$ cat src/rtl/bram_bist_pkg.sv
// bram_bist_pkg: shared state encoding, background modes and pattern function for the BRAM march engine.
package bram_bist_pkg;
   typedef enum logic [2:0] {S_IDLE, S_M0, S_M1, S_M2, S_M3, S_DRAIN, S_DONE} state_t;
   localparam logic [1:0] MODE_SOLID = 2'd0;
   localparam logic [1:0] MODE_CHECK = 2'd1;
   localparam logic [1:0] MODE_ADDR = 2'd2;
   localparam int BG_W = 64;
   // Callers keep the low DATA_SZ bits; the reserved mode falls through to solid zeros.
   function automatic logic [BG_W-1:0] background(input logic [BG_W-1:0] addr, input logic [1:0] mode, input int addr_sz);
      logic [BG_W-1:0] p;
      p = '0;
      for (int i = 0; i < BG_W; i++)
         p[i] = mode == MODE_CHECK ? (i[0] ^ addr[0]) : mode == MODE_ADDR ? addr[i % addr_sz] : 1'b0;
      return p;
   endfunction
endpackage

$ cat src/rtl/bram_bist_if.sv
// bram_bist_if: simple-dual-port memory bus between the march engine and the RAM under test.
interface bram_bist_if #(parameter int DATA_SZ = 16, parameter int ADDR_SZ = 8);
   logic wr_en;
   logic [ADDR_SZ-1:0] waddr;
   logic [DATA_SZ-1:0] wdata;
   logic rd_en;
   logic [ADDR_SZ-1:0] raddr;
   logic [DATA_SZ-1:0] rdata;
   modport master (output wr_en, waddr, wdata, rd_en, raddr, input rdata);
   modport slave (input wr_en, waddr, wdata, rd_en, raddr, output rdata);
endinterface

$ cat src/rtl/bist_cmp_pipe.sv
// bist_cmp_pipe: read-latency delay line of {valid, addr, expect} with a compare against returning read data.
module bist_cmp_pipe #(parameter int DATA_SZ = 16, parameter int ADDR_SZ = 8, parameter int LAT = 1) (
   input logic clk,
   input logic rst,
   input logic in_v,
   input logic [ADDR_SZ-1:0] in_addr,
   input logic [DATA_SZ-1:0] in_exp,
   input logic [DATA_SZ-1:0] rdata,
   output logic mismatch,
   output logic drained,
   output logic [ADDR_SZ-1:0] cmp_addr,
   output logic [DATA_SZ-1:0] cmp_exp
);
   localparam logic [LAT-1:0] TOP = LAT'(1) << (LAT - 1);
   logic [LAT-1:0] v;
   logic [ADDR_SZ-1:0] a [LAT];
   logic [DATA_SZ-1:0] e [LAT];
   // A mismatch discards every compare still in flight.
   always_ff @(posedge clk) begin
      for (int i = LAT - 1; i > 0; i--) begin
         v[i] <= v[i-1];
         a[i] <= a[i-1];
         e[i] <= e[i-1];
      end
      v[0] <= in_v;
      a[0] <= in_addr;
      e[0] <= in_exp;
      if (rst || mismatch) v <= '0;
   end
   assign cmp_addr = a[LAT-1];
   assign cmp_exp = e[LAT-1];
   assign mismatch = v[LAT-1] && rdata != e[LAT-1];
   // Only the emerging entry (if any) is left: nothing remains once this cycle's compare retires.
   assign drained = (v & ~TOP) == '0;
endmodule

$ cat src/rtl/bram_bist.sv
// bram_bist: four-element march test over a simple-dual-port BRAM with selectable background,
// stopping on the first mismatch and reporting its address, read data and expected data.
module bram_bist import bram_bist_pkg::*; #(
   parameter int DATA_SZ = 16,
   parameter int ADDR_SZ = 8,
   parameter int RD_LATENCY = 1
) (
   input logic i_clk,
   input logic i_rst,
   input logic i_start,
   input logic [1:0] i_mode,
   bram_bist_if.master mem,
   output logic o_busy,
   output logic o_done,
   output logic o_pass,
   output logic [ADDR_SZ-1:0] o_fail_addr,
   output logic [DATA_SZ-1:0] o_fail_data,
   output logic [DATA_SZ-1:0] o_fail_expect
);
   localparam logic [ADDR_SZ-1:0] LAST = '1;
   state_t state, state_n;
   logic [ADDR_SZ-1:0] addr, addr_n, cmp_addr;
   logic phase, phase_n, wr, rd, start_ok, mismatch, drained, unused_bg;
   logic [1:0] mode;
   logic [BG_W-1:0] bg;
   logic [DATA_SZ-1:0] p, wval, rexp, cmp_exp;
   assign bg = background(BG_W'(addr), mode, ADDR_SZ);
   assign p = bg[DATA_SZ-1:0];
   assign unused_bg = ^bg[BG_W-1:DATA_SZ];
   assign start_ok = i_start && (state == S_IDLE || state == S_DONE);
   assign o_busy = !(state inside {S_IDLE, S_DONE});
   assign o_done = state == S_DONE;
   assign mem.wr_en = wr;
   assign mem.waddr = wr ? addr : '0;
   assign mem.wdata = wr ? wval : '0;
   assign mem.rd_en = rd;
   assign mem.raddr = rd ? addr : '0;
   // M1/M2 spend phase 0 reading and phase 1 writing the same address, so a read never sees its own write.
   always_comb begin
      state_n = state;
      addr_n = addr;
      phase_n = 1'b0;
      wr = 1'b0;
      rd = 1'b0;
      wval = '0;
      rexp = '0;
      case (state)
         S_IDLE, S_DONE: begin
            if (i_start) begin
               state_n = S_M0;
               addr_n = '0;
            end
         end
         S_M0: begin
            wr = 1'b1;
            wval = p;
            addr_n = addr + 1'b1;
            if (addr == LAST) state_n = S_M1;
         end
         S_M1: begin
            rd = !phase;
            wr = phase;
            wval = ~p;
            rexp = p;
            phase_n = !phase;
            if (phase) addr_n = addr + 1'b1;
            if (phase && addr == LAST) begin
               state_n = S_M2;
               addr_n = LAST;
            end
         end
         S_M2: begin
            rd = !phase;
            wr = phase;
            wval = p;
            rexp = ~p;
            phase_n = !phase;
            if (phase) addr_n = addr - 1'b1;
            if (phase && addr == '0) begin
               state_n = S_M3;
               addr_n = '0;
            end
         end
         S_M3: begin
            rd = 1'b1;
            rexp = p;
            addr_n = addr + 1'b1;
            if (addr == LAST) state_n = S_DRAIN;
         end
         S_DRAIN: state_n = drained ? S_DONE : S_DRAIN;
         default: state_n = S_IDLE;
      endcase
      if (mismatch) state_n = S_DONE;
   end
   always_ff @(posedge i_clk) begin
      if (i_rst) begin
         state <= S_IDLE;
         addr <= '0;
         phase <= 1'b0;
         mode <= MODE_SOLID;
         o_pass <= 1'b0;
         o_fail_addr <= '0;
         o_fail_data <= '0;
         o_fail_expect <= '0;
      end else begin
         state <= state_n;
         addr <= addr_n;
         phase <= phase_n;
         if (start_ok) begin
            mode <= i_mode;
            o_pass <= 1'b0;
            o_fail_addr <= '0;
            o_fail_data <= '0;
            o_fail_expect <= '0;
         end
         if (mismatch) begin
            o_pass <= 1'b0;
            o_fail_addr <= cmp_addr;
            o_fail_data <= mem.rdata;
            o_fail_expect <= cmp_exp;
         end else if (state == S_DRAIN && state_n == S_DONE) begin
            o_pass <= 1'b1;
         end
      end
   end
   bist_cmp_pipe #(.DATA_SZ(DATA_SZ), .ADDR_SZ(ADDR_SZ), .LAT(RD_LATENCY)) u_pipe (
      .clk(i_clk),
      .rst(i_rst),
      .in_v(rd),
      .in_addr(addr),
      .in_exp(rexp),
      .rdata(mem.rdata),
      .mismatch(mismatch),
      .drained(drained),
      .cmp_addr(cmp_addr),
      .cmp_exp(cmp_exp)
   );
endmodule

$ cat src/flat_wrapper.sv
// flat-port wrapper written by rule: the top's interface ports become plain ports
module bram_bist_flat import bram_bist_pkg::*;
#(
   parameter int DATA_SZ = 16,
   parameter int ADDR_SZ = 8,
   parameter int RD_LATENCY = 1
)
  (i_clk, i_rst, i_start, i_mode, o_busy, o_done, o_pass, o_fail_addr, o_fail_data, o_fail_expect, mem_wr_en, mem_waddr, mem_wdata, mem_rd_en, mem_raddr, mem_rdata);
  bram_bist_if #(.DATA_SZ(DATA_SZ), .ADDR_SZ(ADDR_SZ)) mem_i ();
  input logic i_clk;
  input logic i_rst;
  input logic i_start;
  input logic [1:0] i_mode;
  output logic o_busy;
  output logic o_done;
  output logic o_pass;
  output logic [ADDR_SZ-1:0] o_fail_addr;
  output logic [DATA_SZ-1:0] o_fail_data;
  output logic [DATA_SZ-1:0] o_fail_expect;
  output wire logic [$bits(mem_i.wr_en)-1:0] mem_wr_en;
  output wire logic [$bits(mem_i.waddr)-1:0] mem_waddr;
  output wire logic [$bits(mem_i.wdata)-1:0] mem_wdata;
  output wire logic [$bits(mem_i.rd_en)-1:0] mem_rd_en;
  output wire logic [$bits(mem_i.raddr)-1:0] mem_raddr;
  input wire logic [$bits(mem_i.rdata)-1:0] mem_rdata;
  assign mem_wr_en = mem_i.wr_en;
  assign mem_waddr = mem_i.waddr;
  assign mem_wdata = mem_i.wdata;
  assign mem_rd_en = mem_i.rd_en;
  assign mem_raddr = mem_i.raddr;
  assign mem_i.rdata = mem_rdata;
  bram_bist #(.DATA_SZ(DATA_SZ), .ADDR_SZ(ADDR_SZ), .RD_LATENCY(RD_LATENCY)) u_core (.i_clk(i_clk), .i_rst(i_rst), .i_start(i_start), .i_mode(i_mode), .mem(mem_i), .o_busy(o_busy), .o_done(o_done), .o_pass(o_pass), .o_fail_addr(o_fail_addr), .o_fail_data(o_fail_data), .o_fail_expect(o_fail_expect));
endmodule
$ cat config.mk
export PLATFORM = sky130hd
export DESIGN_NAME = bram_bist_flat
export DESIGN_NICKNAME = d
export VERILOG_FILES = /design/src/rtl/bram_bist_pkg.sv /design/src/rtl/bram_bist_if.sv /design/src/rtl/bist_cmp_pipe.sv /design/src/rtl/bram_bist.sv /design/src/flat_wrapper.sv
export SDC_FILE = /design/constraint.sdc
export NUM_CORES = 1
export LEC_CHECK = 0
export CAP_MARGIN = 20
export CORE_MARGIN = 2
export CORE_UTILIZATION = 40
export CTS_BUF_LIST = sky130_fd_sc_hd__clkbuf_8
export CTS_CLUSTER_SIZE = 28
export DETAILED_ROUTE_END_ITERATION = 10
export GPL_ROUTABILITY_DRIVEN = 0
export PLACE_DENSITY_LB_ADDON = 0.05
export REMOVE_ABC_BUFFERS = 1
export SETUP_SLACK_MARGIN = 0.15
export SYNTH_ARGS = -nofsm -noshare
export SYNTH_HDL_FRONTEND = slang
export SYNTH_SLANG_ARGS = --single-unit
$ cat constraint.sdc
create_clock -name i_clk -period 5.82 [get_ports i_clk]
set_input_delay 1.164 -clock i_clk [delete_from_list [all_inputs] [get_ports i_clk]]
set_output_delay 1.164 -clock i_clk [all_outputs]
set_load 0.1 [all_outputs]
==> metrics.cfg, run 1 <==
[status]
outcome = completed

[setup_path]
cp-startpoint = u_core.state[1]
worstRegToRegCells = 7
cp_slowest_cell = clkdlybuf4s50_1
cp-endpoint = mem_wdata[13]
rr_startpoint = u_core.addr[0]
worstSetupPathType = flip-flop to output pin
cp.depth = 5
path_delay_family = buffers and inverters
reg2reg_slack_ns = 3.40
crit_chain = clkinv_1, nor3b_2, mux2i_1, nor2_1, clkdlybuf4s50_1
r2r_end = u_core.addr[3]
cp_max_fo = 16
crit_path_end_kind = output pin
cp.arrival_ns = 3.47
crit_required_ns = 4.66
crit_buf_inv = 2
cpPeakStageDelay_ns = 1.17
startpoint_type = flip-flop

[floorplanning]
fp.dieW_um = 101
die_h_um = 101
fp.coreArea_sq_um = 9150
rows = 35
io_pins = 98
initial_utilization_pct = 40.9
die_area_sq_um = 10200

[grt]
grt_pass1_vias = 3123
overflow = 0
grt_use_total_pct = 20.3
grt_pass1_wl_mm = 16.0
grt_max_degree = 36
antenna_found_initial = 0

[yosys]
synthArstFlopShare_pct = 0
synthCells = 430
seq_area_frac_synth_pct = 34.2
synth_top_flop_cell = dfxtp_1
synth_enable_flop_cells = 0
synth_area_per_cell_sq_um = 8.71
ys_warn_count = 0
synthDistinctLibCells = 63
syn_area_sq_um = 3750
ys_ff_latch = 64

[worst_hold_path]
min_path_type = flip-flop to flip-flop

[routing]
via_per_inst = 5.41
antenna_left = 0
vias = 3282
post_drt_wl_per_cell_um = 16.4
drc = 0
detail_route.first_pass.iterations = 5
drt_wl_total_mm = 9.98
drt_iter0_drc = 118

[sta]
period_share_pct = 79.5
slew_viol_final = 0
setup_tns_ns = 0
fin_crit_ns = 4.63
worst_slew_pin_slew_ns = 1.02
fin_hold_ws_ns = 0.437
rsz0062_at_grt = no
hold_viol_final = 0
clock_skew_ns = 0.0107
setup_viol = 0
maxSlewHeadroom_pct = 32.0
fmaxAchievable_ghz = 0.216

[clocking]
clkTransAtPathRegs_ns = 0.08
cts_setup_buffers = 0
clock_sinks = 64
ctsResizeCount = 0
numCtsBuffers = 9
root_buffer = clkbuf_8
cts.htree.levels = 3
clockBufferDepth = 2
worstSkewPairLatency_ns = 0.34
cts_tree = yes
ctsHoldBuffers = 0

[placement]
portBuffers = 97
dp_hpwl_mm = 6.88

[finish]
drive_gt1_share_pct = 19.0
nets = 515
fill_cells = 875
n_antenna_cell = 0
area_growth_pct = 28.0

[flow_run]
drv_cap = 0

[power_and_ir_drop]
p_leak_nw = 1.67
p_per_area_nw_per_um2 = 281
vdd_drop_max_uv = 134

==> cell type report <==
cell class,instances,area (sq um),share of cell area (%)
clock buffers,9,124,2.58
clock inverters,7,95.1,1.98
inverters,5,18.8,0.391
multi-input cells,309,2120,44.3
flip-flops and latches,64,1280,26.7
well taps,111,139,2.90
repair buffers,102,1020,21.2
==> power breakdown <==
part	switching, mW	internal [mW]	total (mW)
logic	0.311	0.118	0.430
clock network	0.187	0.242	0.428
registers	0.0329	0.457	0.490
total	0.531	0.817	1.35
==> cells by family after synthesis <==
kind of cell | count (synthesis) | synth area share (%)
compound gates | 102 | 20.7
buf+inv | 57 | 9.15
fa+ha+maj | 3 | 1.00
mux | 17 | 4.57
xor+xnor | 7 | 1.64
simple gates | 180 | 28.7
flops | 64 | 34.2
==> registers in the layout, summed over array words and instances, names as in the netlist <==
signal	cells
u_core.o_fail_data	16
u_core.addr	8
u_core.o_fail_addr	8
u_core.o_fail_expect	8
u_core.u_pipe.a	8
u_core.u_pipe.e	8
u_core.state	3
u_core.mode	2
u_core.o_pass	1
u_core.phase	1
u_core.u_pipe.v	1
==> worst reg2reg max path, stage by stage, from the launching register on <==
cell and delay, ns:
dfxtp_1 0.46, inv_1 0.25, ha_1 0.22, nor4bb_1 0.56
a21oi_1 0.22, and3_1 0.23, a211oi_1 0.27, a221oi_2 0.09
==> stage by stage <==
step                      worst slack, ns  area, sq um  util, %  std cells  power [mW]
after floorplan                     0.792         3420        -        378       0.795
after global placement               1.64         4560     49.8        590       0.921
after detailed placement             1.56         4560     49.8        590       0.922
after CTS                            1.15         4780     52.2        606        1.35
after global routing                0.913         4800     52.4        607        1.41
final                                1.19         4800     52.4        607        1.35
==> worst min path at each step <==
stage                                startpoint                    end  cells after the start
after global placement    u_core.u_pipe.a[0][7]  u_core.o_fail_addr[7]                      2
after global routing      u_core.u_pipe.a[0][6]  u_core.o_fail_addr[6]                      2
after floorplan           u_core.u_pipe.a[0][7]  u_core.o_fail_addr[7]                      2
after detailed placement  u_core.u_pipe.a[0][4]  u_core.o_fail_addr[4]                      2
final                     u_core.u_pipe.a[0][6]  u_core.o_fail_addr[6]                      2
after CTS                 u_core.u_pipe.a[0][6]  u_core.o_fail_addr[6]                      2
==> layout by cell type, fill, tap and decap left out, drive strengths merged, types with 9 or more instances in the layout <==
cell type,n
nor2b,10
nor2,24
nand2,45
dfxtp,64
a21oi,48
and3,13
clkbuf,9
clkdlybuf4s50,96
mux2i,16
nand3,38
nor3,15
o21ai,17
and2,9
==> synthesized netlist by cell type, drive strengths merged, types with 9 or more instances <==
cell    number  area (sq um)
dfxtp       64          1280
a21oi       48           349
nand2       45           169
buf         40           279
nand3       38           330
nor2        24          90.1
o21ai       17          96.3
mux2i       16           160
nor3        15          85.1
and3        13          82.6
clkbuf      12          45.0
nor2b       10          62.6
and2         9          56.3
==> per-layer routing <==
layer | global-route usage (%) | routed length (um)
met1 | 26.6 | 4360
met2 | 33.3 | 4950
met4 | 8.11 | 146
met5 | 0 | 0
met3 | 3.05 | 526
No activity file was read; power rests on OpenSTA's default activity.
==> run 2, diff against run 1 <==
clock period = 3.8 ns   (was 5.82 ns; I/O delays follow)
==> metrics.cfg, run 2 (synthesis gave the netlist of run 1 again) <==
[status]
outcome = completed

[setup_path]
crit_chain = clkinv_1, nor3b_2, mux2i_1, nor2_1, buf_4
worstSetupPathType = flip-flop to output pin
cp.arrival_ns = 2.41  ; -1.06 ns
cpPeakStageDelay_ns = 0.70  ; -0.47 ns
startpoint_type = flip-flop
rr_startpoint = u_core.state[2]
crit_path_end_kind = output pin
worstRegToRegCells = 6  ; -1
crit_required_ns = 3.04  ; -1.62 ns
cp_slowest_cell = dfxtp_1
r2r_end = u_core.state[0]
cp_max_fo = 16  ; unchanged
reg2reg_slack_ns = 1.11  ; -2.29 ns

[floorplanning]
rows = 35  ; unchanged
die_area_sq_um = 10200  ; unchanged
die_h_um = 101  ; unchanged
io_pins = 98  ; unchanged
initial_utilization_pct = 40.9  ; unchanged
fp.coreArea_sq_um = 9150  ; unchanged
fp.dieW_um = 101  ; unchanged

[finish]
nets = 517  ; +0.39%
n_antenna_cell = 0  ; unchanged
area_growth_pct = 25.9
layout_common_cells = dfxtp_1 (64), clkdlybuf4s50_1 (60), nand2_1 (45), buf_4 (42), a21oi_2 (29)
post-route-util_pct = 51.5  ; -0.87 points
top_register = u_core.o_fail_data
ff_latch_area_sq_um = 1280  ; unchanged
drive_gt1_share_pct = 25.9  ; +7.0 points
largest_register_ffs = 16  ; unchanged
fill_cells = 899  ; +2.7%
final_common_cell = dfxtp_1
multiInputGateArea_sq_um = 2120  ; unchanged

[placement]
portBuffers = 97  ; unchanged
dpl_worst_slack_ns = 0.912  ; -0.649 ns
dp_hpwl_mm = 6.79  ; -1.3%

[sta]
worst_slew_pin_slew_ns = 1.05  ; +0.0342 ns
setup_viol = 0  ; unchanged
slew_viol_final = 0  ; unchanged
fmaxAchievable_ghz = 0.315
rsz0062_at_grt = no
hold_viol_final = 0  ; unchanged
period_share_pct = 83.5
maxSlewHeadroom_pct = 29.9  ; -2.1 points
worst_slack_ns = 0.628  ; -0.563 ns
clock_skew_ns = 0.0137  ; +0.00303 ns
fin_crit_ns = 3.17

[clocking]
root_buffer = clkbuf_8
numCtsBuffers = 9  ; unchanged
clockBufferDepth = 2  ; unchanged
cts.htree.levels = 3  ; unchanged
ctsResizeCount = 0  ; unchanged
cts_setup_buffers = 0  ; unchanged
worstSkewPairLatency_ns = 0.35  ; about the same
ctsHoldBuffers = 0  ; unchanged
clkTransAtPathRegs_ns = 0.07  ; about the same
clock_sinks = 64  ; unchanged
cts_tree = yes

[power_and_ir_drop]
p_leak_nw = 1.76  ; +5.6%
p_per_area_nw_per_um2 = 433  ; +54%
vdd_drop_max_uv = 208  ; +55%

[routing]
drt_wl_total_mm = 9.90  ; -0.79%
post_drt_wl_per_cell_um = 16.3  ; -1.1%
via_per_inst = 5.45  ; +0.83%
antenna_left = 0  ; unchanged
drc = 0  ; unchanged
detail_route.first_pass.iterations = 4  ; -1
drt_iter0_drc = 138  ; +17%
vias = 3320  ; +1.2%

[worst_hold_path]
holdCritStartpoint = u_core.u_pipe.a[0][7]
worst_hold_path.num_cells = 2  ; unchanged
min_to = u_core.o_fail_addr[7]
min_path_type = flip-flop to flip-flop

[grt]
grt_max_degree = 36  ; unchanged
antenna_found_initial = 0  ; unchanged
grt_use_total_pct = 19.8  ; -0.49 points
overflow = 0  ; unchanged
grt_pass1_vias = 3059  ; -2.0%
grt_pass1_wl_mm = 15.8  ; -1.3%

[flow_run]
drv_cap = 0  ; unchanged

==> run 2: how the worst max path moves through the flow <==
| stage | depth (start not counted) | from | slack, ns | end |
|---|---|---|---|---|
| after global placement | 6 | i_start | 0.96 | u_core.state[0] |
| after global routing | 5 | u_core.state[1] | 0.41 | mem_wdata[1] |
| after floorplan | 4 | u_core.state[1] | -0.82 | mem_wdata[0] |
| after CTS | 5 | u_core.state[1] | 0.59 | mem_wdata[9] |
| after detailed placement | 7 | mem_rdata[11] | 0.91 | u_core.o_fail_expect[7] |
| final | 5 | u_core.state[1] | 0.63 | mem_wdata[3] |
==> run 2: power by group <==
group	internal, mW	total [mW]	switching [mW]
registers	0.700	0.752	0.0513
logic	0.175	0.646	0.471
clock network	0.379	0.644	0.264
total	1.25	2.04	0.786
==> run 2: layout make-up <==
class                           instances  area share [%]
Multi-Input combinational cell        309            45.0
Clock inverter                          6            1.62
Tap cell                              111            2.94
Clock buffer                           10            2.92
Inverter                                5           0.398
Timing Repair Buffer                  104            19.9
Sequential cell                        64            27.2
==> run 2: per-layer routing <==
layer | GRT usage [%] | vias up | share of wire (%)
met3 | 3.54 | 18 | 4.2
met1 | 25.8 | 1583 | 46
met5 | 0 | - | 0
li1 | - | 1640 | -
met4 | 7.90 | 0 | 1.6
met2 | 32.3 | 79 | 49
==> run 2: stage by stage <==
step	instances	TNS [ns]	hold WS (ns)	instance area (sq um)	power (mW)
floorplan	378	-13.73	0.411	3420	1.22
global placement	593	0	0.427	4500	1.41
detailed placement	593	0	0.428	4500	1.42
CTS	609	0	0.438	4720	2.06
global route	609	0	0.454	4720	2.14
finish	609	0	0.442	4720	2.04
==> run 2: worst max-delay path: cells and delay by family, from the launching register on <==
family / cells / cell delay [ns]
simple gates: 2 / 0.68
flops: 1 / 0.70
buf+inv: 2 / 0.54
mux: 1 / 0.15
==> run 3, diff against run 2 <==
clock period = 3.25 ns   (was 3.8 ns; I/O delays follow)
==> metrics.cfg, run 3 (synthesis gave the netlist of run 1 again) <==
[floorplanning]
die_area_sq_um = 10200  ; unchanged
die_h_um = 101  ; unchanged
initial_utilization_pct = 40.9  ; unchanged
io_pins = 98  ; unchanged
rows = 35  ; unchanged
fp.coreArea_sq_um = 9150  ; unchanged
fp.dieW_um = 101  ; unchanged

[routing]
drt_iter0_drc = 120  ; -13%
via_per_inst = 5.45  ; about the same
drt_wl_total_mm = 10.3  ; +4.1%
detail_route.first_pass.iterations = 4  ; unchanged
drc = 0  ; unchanged
post_drt_wl_per_cell_um = 16.8  ; +3.1%
vias = 3353  ; +0.99%
antenna_left = 0  ; unchanged

[power_and_ir_drop]
p_per_area_nw_per_um2 = 473  ; +9.4%
p_seq_share_pct = 36.7  ; about the same
pwr-share-comb_pct = 35.1  ; +3.5 points
vdd_drop_max_uv = 238  ; +14%
p_leak_nw = 1.93  ; +9.2%
clkPwrFrac_pct = 28.1  ; -3.4 points
p_int_mw = 1.41  ; +12%
swShare_pct = 40.0  ; +1.4 points
power.switching_uw = 936  ; +19%

[placement]
dpl_worst_slack_ns = 0.709  ; -0.203 ns
dp.cells = 600  ; +1.2%
dp_hpwl_mm = 7.41  ; +9.1%
portBuffers = 97  ; unchanged

[setup_path]
worstRegToRegCells = 6  ; unchanged
crit_required_ns = 2.60  ; -0.44 ns
worstSetupPathType = flip-flop to output pin
crit_path_end_kind = output pin
rr_startpoint = u_core.addr[1]
reg2reg_slack_ns = 0.83  ; -0.28 ns
path_delay_family = simple AND/OR/NAND/NOR gates
cp.arrival_ns = 2.19  ; -0.22 ns
cp_slowest_cell = dfxtp_1
cp_max_fo = 10  ; -6
startpoint_type = flip-flop
cpPeakStageDelay_ns = 0.54  ; -0.16 ns
crit_buf_inv = 1  ; -1
r2r_end = u_core.addr[1]
crit_chain = nor3b_2, mux2i_1, nor2_1, buf_12

[worst_hold_path]
worst_hold_path.num_cells = 2  ; unchanged
min_to = u_core.o_fail_addr[0]
min_path_type = flip-flop to flip-flop
holdCritStartpoint = u_core.u_pipe.a[0][0]

[flow_run]
drv_cap = 0  ; unchanged

[grt]
grt_max_degree = 37  ; +2.8%
antenna_found_initial = 0  ; unchanged
grt_use_total_pct = 20.6  ; +0.88 points
grt_pass1_wl_mm = 16.5  ; +4.2%
overflow = 0  ; unchanged
grt_pass1_vias = 3306  ; +8.1%

[sta]
period_share_pct = 87.3
fin_hold_ws_ns = 0.437  ; -0.00527 ns
maxSlewHeadroom_pct = 34.8  ; +4.9 points
hold_viol_final = 0  ; unchanged
fin_crit_ns = 2.84
rsz0062_at_grt = no
worst_slew_pin_slew_ns = 0.968  ; -0.0827 ns
clock_skew_ns = 0.00995  ; -0.00377 ns
worst_slack_ns = 0.413  ; -0.215 ns
slew_viol_final = 0  ; unchanged
fmaxAchievable_ghz = 0.352
setup_viol = 0  ; unchanged

[finish]
ff_latch_area_sq_um = 1280  ; unchanged
drive_gt1_share_pct = 35.5  ; +9.6 points
fill_cells = 860  ; -4.3%
n_antenna_cell = 0  ; unchanged
top_register = u_core.o_fail_data
largest_register_ffs = 16  ; unchanged
area_growth_pct = 32.1
final_common_cell = buf_4
multiInputGateArea_sq_um = 2120  ; unchanged
stdcell_count = 615  ; +0.99%
post-route-util_pct = 54.1  ; +2.6 points
nets = 524  ; +1.4%
layout_common_cells = buf_4 (65), dfxtp_1 (64), nand2_1 (45), a21oi_2 (29), nand3_2 (28)

[clocking]
ctsResizeCount = 0  ; unchanged
cts_setup_buffers = 0  ; unchanged
clkTransAtPathRegs_ns = 0.07  ; about the same
worstSkewPairLatency_ns = 0.34  ; about the same
root_buffer = clkbuf_8
clock_sinks = 64  ; unchanged
numCtsBuffers = 9  ; unchanged
cts_tree = yes
cts.htree.levels = 3  ; unchanged
clockBufferDepth = 2  ; unchanged
ctsHoldBuffers = 0  ; unchanged

[status]
outcome = completed

## run 3: layer usage
metal  part of all wire (%)  GRT usage [%]  up-vias
met5                      0              0        -
met1                     45           25.7     1620
met3                    3.7           4.79       14
met4                    1.5           6.22        0
met2                     50           35.4       72
li1                       -              -     1647
## run 3: final cells by class
class / instances / share of cell area, %
clock buffers: 9 / 2.50
clock inverters: 6 / 1.24
inverters: 5 / 0.379
multi-input cells: 309 / 42.9
flip-flops and latches: 64 / 25.9
well taps: 111 / 2.81
repair buffers: 111 / 24.3
## run 3: power by group through the flow
stage | logic (mW) | clock network [mW] | registers, mW
floorplan | 0.463 | 0 | 0.961
global placement | 0.821 | 0 | 0.878
detailed placement | 0.825 | 0 | 0.878
finish | 0.824 | 0.659 | 0.861
CTS | 0.826 | 0.678 | 0.860
global route | 0.875 | 0.714 | 0.867
## run 3: through the flow
step           setup TNS (ns)  area [sq um]  total power, mW
2_1_floorplan          -24.41          3420             1.42
3_3_place_gp                0          4770             1.70
3_5_place_dp                0          4770             1.70
4_1_cts                     0          4950             2.36
5_1_grt                     0          4950             2.46
6_report                    0          4950             2.34
## run 3: worst max-delay path by stage
| stage | from | endpoint | slack, ns | depth (start not counted) |
|---|---|---|---|---|
| finish | u_core.phase | mem_wdata[5] | 0.41 | 4 |
| global route | u_core.phase | mem_wdata[7] | 0.29 | 4 |
| CTS | u_core.phase | mem_wdata[1] | 0.42 | 4 |
| detailed placement | mem_rdata[11] | u_core.o_fail_data[10] | 0.71 | 7 |
| global placement | mem_rdata[12] | u_core.o_fail_data[2] | 0.79 | 7 |
| floorplan | u_core.state[1] | mem_wdata[0] | -1.26 | 4 |
## run 3: worst register-to-register path: stages, from the launching register on
cell     delay (ns)
dfxtp_1        0.66
ha_1           0.37
nand3_1        0.16
nor4_1         0.78
nor3_1         0.10
a21oi_1        0.15
a22o_1         0.13
